--- src/rtl/draw_board_pieces.sv ---
// Scans board cells in row-major order and hands each one to a downstream drawer using a valid/ready handshake.
// Optional build macro DRAW_BOARD_SKIP_EMPTY_EN suppresses plotting of EMPTY cells during a redraw pass.
module draw_board_pieces #(
    parameter int                  BOARD_SIZE = 8,
    parameter int                  COORD_W    = 3,
    parameter int                  COLOUR_W   = 3,
    parameter logic [COLOUR_W-1:0] WHITE      = COLOUR_W'(3'b111),
    parameter logic [COLOUR_W-1:0] BLACK      = COLOUR_W'(3'b000),
    parameter logic [COLOUR_W-1:0] EMPTY      = COLOUR_W'(3'b010)
) (
    input  logic                clk,
    input  logic                resetn,
    input  logic                start,
    input  logic [1:0]          mode,
    output logic                busy,
    output logic                done,
    output logic                plot_valid,
    input  logic                plot_ready,
    output logic [COORD_W-1:0]  plot_x,
    output logic [COORD_W-1:0]  plot_y,
    output logic [COLOUR_W-1:0] plot_colour,
    output logic [COORD_W-1:0]  rd_x,
    output logic [COORD_W-1:0]  rd_y,
    input  logic [COLOUR_W-1:0] rd_data
);

    typedef enum logic [2:0] {
        IDLE,
        FETCH,
        WAIT,
        PLOT,
        FINISH
    } state_t;

    localparam logic [1:0] MODE_CLEAR  = 2'd0;
    localparam logic [1:0] MODE_INIT   = 2'd1;
    localparam logic [1:0] MODE_REDRAW = 2'd2;

    localparam logic [COORD_W-1:0] LAST = COORD_W'(BOARD_SIZE - 1);
    localparam logic [COORD_W-1:0] LO   = COORD_W'(BOARD_SIZE / 2 - 1);
    localparam logic [COORD_W-1:0] HI   = COORD_W'(BOARD_SIZE / 2);

    state_t               state_reg, state_next;
    logic [1:0]           mode_reg, mode_next;
    logic [COORD_W-1:0]   x_reg, x_next;
    logic [COORD_W-1:0]   y_reg, y_next;
    logic [COLOUR_W-1:0]  colour_reg, colour_next;
    logic [COORD_W-1:0]   rd_x_reg, rd_x_next;
    logic [COORD_W-1:0]   rd_y_reg, rd_y_next;

    logic [COORD_W-1:0]   scan_first;
    logic [COORD_W-1:0]   scan_last;
    logic [COORD_W-1:0]   start_first;
    logic [COORD_W-1:0]   adv_x;
    logic [COORD_W-1:0]   adv_y;
    logic                 x_wrap;
    logic                 last_cell;

    // The opening position only has pieces on the four centre cells: same-index
    // diagonal cells are white, the anti-diagonal pair black.
    function automatic logic [COLOUR_W-1:0] cell_colour(
        input logic [1:0]         m,
        input logic [COORD_W-1:0] cx,
        input logic [COORD_W-1:0] cy
    );
        logic [COLOUR_W-1:0] c;
        c = EMPTY;
        if (m == MODE_INIT) begin
            c = (cx == cy) ? WHITE : BLACK;
        end
        return c;
    endfunction

    // Scan window for the latched pass, plus the next cell in row-major order.
    always_comb begin
        scan_first = (mode_reg == MODE_INIT) ? LO : '0;
        scan_last  = (mode_reg == MODE_INIT) ? HI : LAST;
        x_wrap     = (x_reg == scan_last);
        last_cell  = x_wrap && (y_reg == scan_last);
        adv_x      = x_wrap ? scan_first : x_reg + COORD_W'(1);
        adv_y      = x_wrap ? y_reg + COORD_W'(1) : y_reg;
    end

    assign start_first = (mode == MODE_INIT) ? LO : '0;

    always_comb begin
        state_next  = state_reg;
        mode_next   = mode_reg;
        x_next      = x_reg;
        y_next      = y_reg;
        colour_next = colour_reg;
        rd_x_next   = rd_x_reg;
        rd_y_next   = rd_y_reg;

        case (state_reg)
            IDLE: begin
                if (start) begin
                    mode_next = mode;
                    x_next    = start_first;
                    y_next    = start_first;
                    if (mode == MODE_REDRAW) begin
                        rd_x_next  = start_first;
                        rd_y_next  = start_first;
                        state_next = FETCH;
                    end else if (mode == 2'd3) begin
                        state_next = FINISH;
                    end else begin
                        colour_next = cell_colour(mode, start_first, start_first);
                        state_next  = PLOT;
                    end
                end
            end

            FETCH: begin
                state_next = WAIT;
            end

            WAIT: begin
`ifdef DRAW_BOARD_SKIP_EMPTY_EN
                if (rd_data == EMPTY) begin
                    if (last_cell) begin
                        state_next = FINISH;
                    end else begin
                        x_next     = adv_x;
                        y_next     = adv_y;
                        rd_x_next  = adv_x;
                        rd_y_next  = adv_y;
                        state_next = FETCH;
                    end
                end else begin
                    colour_next = rd_data;
                    state_next  = PLOT;
                end
`else
                colour_next = rd_data;
                state_next  = PLOT;
`endif
            end

            PLOT: begin
                if (plot_ready) begin
                    if (last_cell) begin
                        state_next = FINISH;
                    end else begin
                        x_next = adv_x;
                        y_next = adv_y;
                        if (mode_reg == MODE_REDRAW) begin
                            rd_x_next  = adv_x;
                            rd_y_next  = adv_y;
                            state_next = FETCH;
                        end else begin
                            colour_next = cell_colour(mode_reg, adv_x, adv_y);
                            state_next  = PLOT;
                        end
                    end
                end
            end

            FINISH: begin
                state_next = IDLE;
            end

            default: begin
                state_next = IDLE;
            end
        endcase
    end

    // resetn is active-high despite its name.
    always_ff @(posedge clk) begin
        if (resetn) begin
            state_reg  <= IDLE;
            mode_reg   <= MODE_CLEAR;
            x_reg      <= '0;
            y_reg      <= '0;
            colour_reg <= EMPTY;
            rd_x_reg   <= '0;
            rd_y_reg   <= '0;
        end else begin
            state_reg  <= state_next;
            mode_reg   <= mode_next;
            x_reg      <= x_next;
            y_reg      <= y_next;
            colour_reg <= colour_next;
            rd_x_reg   <= rd_x_next;
            rd_y_reg   <= rd_y_next;
        end
    end

    assign busy        = (state_reg == FETCH) || (state_reg == WAIT) || (state_reg == PLOT);
    assign done        = (state_reg == FINISH);
    assign plot_valid  = (state_reg == PLOT);
    assign plot_x      = x_reg;
    assign plot_y      = y_reg;
    assign plot_colour = colour_reg;
    assign rd_x        = rd_x_reg;
    assign rd_y        = rd_y_reg;

endmodule
--- config.mk ---
export PLATFORM = sky130hd
export DESIGN_NAME = draw_board_pieces
export DESIGN_NICKNAME = d
export VERILOG_FILES = /design/src/rtl/draw_board_pieces.sv
export SDC_FILE = /design/constraint.sdc
export NUM_CORES = 1
export LEC_CHECK = 0
export ABC_AREA = 1
export ABC_CLOCK_PERIOD_IN_PS = 1660
export BUFFER_PORTS_ARGS = -buffer_cell sky130_fd_sc_hd__clkbuf_2
export CORE_MARGIN = 3
export CORE_UTILIZATION = 25
export CTS_BUF_LIST = sky130_fd_sc_hd__clkbuf_8
export CTS_CLUSTER_SIZE = 10
export DETAILED_ROUTE_END_ITERATION = 10
export HOLD_SLACK_MARGIN = 0.12
export PLACE_DENSITY_LB_ADDON = 0.05
export RECOVER_POWER = 25
export SKIP_CTS_REPAIR_TIMING = 1
export SLEW_MARGIN = 20
export SYNTH_ARGS = -nofsm -noshare
export SYNTH_HDL_FRONTEND = slang
export SYNTH_SLANG_ARGS = --single-unit
--- constraint.sdc ---
create_clock -name clk -period 1.66 [get_ports clk]
set_clock_uncertainty 0.2 [all_clocks]
set_input_delay 0.332 -clock clk [delete_from_list [all_inputs] [get_ports clk]]
set_output_delay 0.332 -clock clk [all_outputs]
set_load 0.005 [all_outputs]
* After elaboration in Yosys (flattened, before gate mapping)
Cells that the tools add are included.
Cells by class: add/sub/neg operators 2, $mul 0, div/mod/pow operators 0, $lt $le $gt $ge 0, equal/unequal tests 20, shifts and indexed selects 0, mux-type cells 39, bitwise operators 0, reductions and logical operators 11
Operators with widths (count):
- $mux W3 | 29
- $pmux W3 S2 | 4
- $ne A2 B2 Y1 const B | 6
- $pmux W3 S4 | 1
- $eq A3 B3 Y1 | 3
- $pmux W3 S3 | 1
- $mux W2 | 4
- $reduce_and A7 Y1 | 1
- $add A3 B1 Y3 const B | 2
- $eq A2 B2 Y1 const B | 3
- $eq A3 B2 Y1 const B | 2
- $reduce_and A6 Y1 | 1
- $eq A2 B1 Y1 const B | 2
- $ne A2 B1 Y1 const B | 2
- $reduce_and A2 Y1 | 2
- $reduce_and A4 Y1 | 1
- $eq A3 B1 Y1 const B | 1
- $eq A3 B3 Y1 const B | 1
- $logic_not A3 Y1 | 1
- $reduce_bool A3 Y1 | 1
- $logic_or A1 B1 Y1 | 2
- $reduce_bool A2 Y1 | 1
- $logic_and A1 B1 Y1 | 1
Word-level totals: register bits after elaboration 20, bits in latches 0, bits in writable memories 0, ROM bits 0, input bits 9, logic and storage cells 79, memories 0

* Logic depth before layout (Yosys ltp)
word-level depth 11, mapped depth 12

* Least setup slack after synthesis
OpenSTA, ideal clock, no wires.
kind register -> register, start point reg x_reg[0], in the netlist plot_x[0], end point reg rd_x_reg[0], in the netlist rd_x[0], library setup time 0.132 ns, arrival time 1.292 ns, required time 1.328 ns, slack 0.036 ns, stages on the path, launching flop included 10, path buffers 0, period minus slack after synthesis 1.624 ns, cells stage by stage dfxtp_1 -> nand2_1 -> nor2_2 -> nand2_4 -> nand2_4 -> nand4_4 -> nand3_4 -> inv_4 -> nand3_1 -> a21oi_1
On the way: word-level cells in the longest chain between the ends 6, elaborated cells between the ends (all ways) 10, those cells by class add/sub: 1; eq/ne: 2; mux: 5; reduce/logical: 2
RTL lines:
- start, declared | RTL line 45 | logic [COORD_W-1:0] x_reg, x_next;
- start signal, assigned | RTL line 182 | x_reg <= x_next;
- $add A3 B1 Y3 / $eq A3 B3 Y1 (equally long branches) | RTL line 80, 78
- $mux W3 | RTL line 80 | adv_x = x_wrap ? scan_first : x_reg + COORD_W'(1);
- $mux W3 | RTL line 147 | if (mode_reg == MODE_REDRAW) begin
- $mux W3 | RTL line 142 | if (last_cell) begin
- $mux W3 | RTL line 141 | if (plot_ready) begin
- $pmux W3 S2 | RTL line 95 | case (state_reg)
- end signal, assigned | RTL line 185 | rd_x_reg <= rd_x_next;
- end, declared | RTL line 48 | logic [COORD_W-1:0] rd_x_reg, rd_x_next;
Several ways; a longest one is shown, not always the timed one. The select of a mux whose other input is x is not followed. A chain may end at the register's enable or synchronous reset.

* Worst setup path in the final report
start point reg state_reg[1], end point out plot_valid
On the way: word-level cells in the longest chain between the ends 1
RTL lines:
- start, declared | RTL line 43 | state_t state_reg, state_next;
- start signal, assigned | RTL line 180 | state_reg <= state_next;
- $eq A3 B2 Y1 | RTL line 192 | assign plot_valid = (state_reg == PLOT);
- end, declared | RTL line 17 | output logic plot_valid,
Every way passes these cells.

==> out/qor.yml <==
ys_ff_latch: 20
busiest_layer: "met2"
initial_core_util_pct: 26.4
r2r_slack_ns: -0.01
drv_slew: 0
synth-main-ff-cell: "dfxtp_1"
first_pass_iters: 4
first_iter_violations: 31
rsz0062_at_grt: "yes"
timing.fmax_mhz: 598
grt_pass1_wl_um: 6470
gp_congestion: 0.815
mostFrequentLayoutCell: "nand2_1"
wirelength_um: 4020
setup_violations: 9
tightest_slew_ns: 0.298
drive_gt1_share_pct: 47.7
r2r_start: "plot_x[0]$_SDFFE_PP0P_"
synth_cells: 191
power_frac_comb_pct: 52.9
vdd_drop_max_mv: 0.514
first_global_vias: 1384
hpwl_um: 3160
syn_area_mm2: 0.00128
p_int_mw: 1.51
core_area_mm2: 0.00485
clock_path_buffers: 2
grt_util_met3_pct: 2.55
violations: "negative setup slack"
dieArea_mm2: 0.00602
drc_errors: 0
cp-end-kind: "output pin"
worst_slack_ns: -0.0112
slew_headroom_pct: 80.1
insertedDiodeCount: 0
p_leak_nw: 0.957
path_class: "flip-flop to output pin"
fin_util_pct: 41.7
postSynthAreaPerCell_um2: 6.71
path_max_fanout: 6
clock_latency_ns: 0.27
holdCritStartpoint: "mode[1]"
cts-root-buf: "clkbuf_8"
finalHoldViolCount: 0
gr-usage-met1_pct: 17.0
drt-wirelength-per-cell_um: 12.4
ant_nets: 0
clock_sinks: 20
clock_power_share_pct: 20.0
rows: 25
ctsHtreeMaxLevel: 1
nets: 270
critPathArrivalTime_ns: 1.14
cp.required_ns: 1.13
startpoint_type: "flip-flop"
swShare_pct: 40.3
clk_pin_slew_ns: 0.08
async_flop_share_pct: 0
num_vias: 1479
dpl_worst_slack_ns: -0.0757
tns_ns: -0.0483
tritoncts: "done"
status: "complete, but fails checks"
seqPwrFrac_pct: 27.1
io_pins: 27
io_buffers: 26
r2r_cells: 9
yosys_warnings: 0
fin_crit_ns: 1.67
hold_path.class: "input pin to flip-flop"
dieWidth_um: 77.6
grt-ovfl-total: 0
synth_edf_count: 0
die-height_um: 77.6
cts_buffers: 3
synth.net_count: 202
areaGrowthSynthToFinish_pct: 57.7
layout_common_cells: "35 x nand2_1, 33 x buf_4, 23 x clkbuf_2"
finalCritPeriodShare_pct: 101
grt_max_degree: 13
grt_use_met2_pct: 22.4
r2r-end: "rd_y[2]$_SDFFE_PP0P_"
antenna_found_initial: 0
whs_path_depth: 3
grt.total_usage_pct: 13.3
drv_cap: 0
whs_endpoint: "mode_reg[1]$_SDFFE_PP0P_"
synth_cell_type_count: 28
power_density_mw_per_mm2: 1260
fillers: 499
ys_seq_area_share_pct: 31.3
power.switching_mw: 1.02
via_per_inst: 4.55
## cell usage after synthesis (3+ instances only)
master / n / area, µm²
a21oi_1: 19 / 95.1
nor2_4: 3 / 33.8
o21ai_0: 6 / 30.0
nand2_4: 3 / 33.8
nand3_1: 25 / 125
nor2_1: 17 / 63.8
dfxtp_1: 20 / 400
o21ai_1: 3 / 15.0
nand2_1: 50 / 188
inv_1: 20 / 75.1
## critical path, stage by stage (launching register included)
cell,delay [ns]
dfxtp_2,0.35
inv_2,0.05
nor2_4,0.12
nand2_4,0.09
inv_4,0.07
buf_6,0.10
buf_6,0.09
## cell families after synthesis
| logic type | count (synthesis) | synth area share (%) |
|---|---|---|
| and+or+nand+nor | 110 | 44.4 |
| AOI/OAI and AO/OA | 32 | 13.3 |
| buffers and inverters | 25 | 7.71 |
| DFF | 20 | 31.2 |
| xor gates and xnor gates | 2 | 1.37 |
| adders and majority gates | 2 | 1.95 |
## worst max-delay path by stage
stage	start	end	cells past startpoint	slack, ns
CTS	state_reg[1]$_SDFFE_PP0P_	plot_valid	6	-0.17
global placement	plot_x[0]$_SDFFE_PP0P_	rd_x[1]$_SDFFE_PP0P_	9	-0.07
finish	state_reg[1]$_SDFFE_PP0P_	plot_valid	6	-0.01
detailed placement	plot_x[0]$_SDFFE_PP0P_	rd_y[2]$_SDFFE_PP0P_	9	-0.08
global route	mode_reg[0]$_SDFFE_PP0P_	plot_y[2]$_SDFFE_PP0P_	8	-0.12
floorplan	plot_x[0]$_SDFFE_PP0P_	rd_x[0]$_SDFFE_PP0P_	9	0.04
## stage by stage
stage	std cells	instance area (µm²)	hold slack [ns]	power (mW)
finish	325	2020	0.170	2.54
global route	325	2020	0.213	2.75
CTS	313	1760	0.0957	2.27
detailed placement	309	1690	0.260	1.76
global placement	309	1690	0.254	1.76
floorplan	191	1280	0.201	1.31
## cell type report
class / instances / area (µm²) / area share, %
Multi-Input combinational cell: 147 / 925 / 45.8
Tap cell: 67 / 83.8 / 4.15
Clock buffer: 3 / 41.3 / 2.04
Sequential cell: 20 / 415 / 20.6
Timing Repair Buffer: 63 / 425 / 21.1
Inverter: 24 / 100 / 4.95
Clock inverter: 1 / 30.0 / 1.49
## metal layers
layer | part of all wire [%] | vias up
met5 | 0 | -
met4 | 1.6 | 0
met1 | 48 | 672
met3 | 4.3 | 6
li1 | - | 772
met2 | 46 | 29
## power by group through the flow
stage | Clock, mW | Sequential, mW | Combinational, mW
after floorplan | 0 | 0.677 | 0.637
final | 0.507 | 0.688 | 1.34
after global placement | 0 | 0.672 | 1.09
after global routing | 0.534 | 0.706 | 1.51
after detailed placement | 0 | 0.674 | 1.09
after CTS | 0.522 | 0.663 | 1.09
Power figures use the tool's default switching activity.
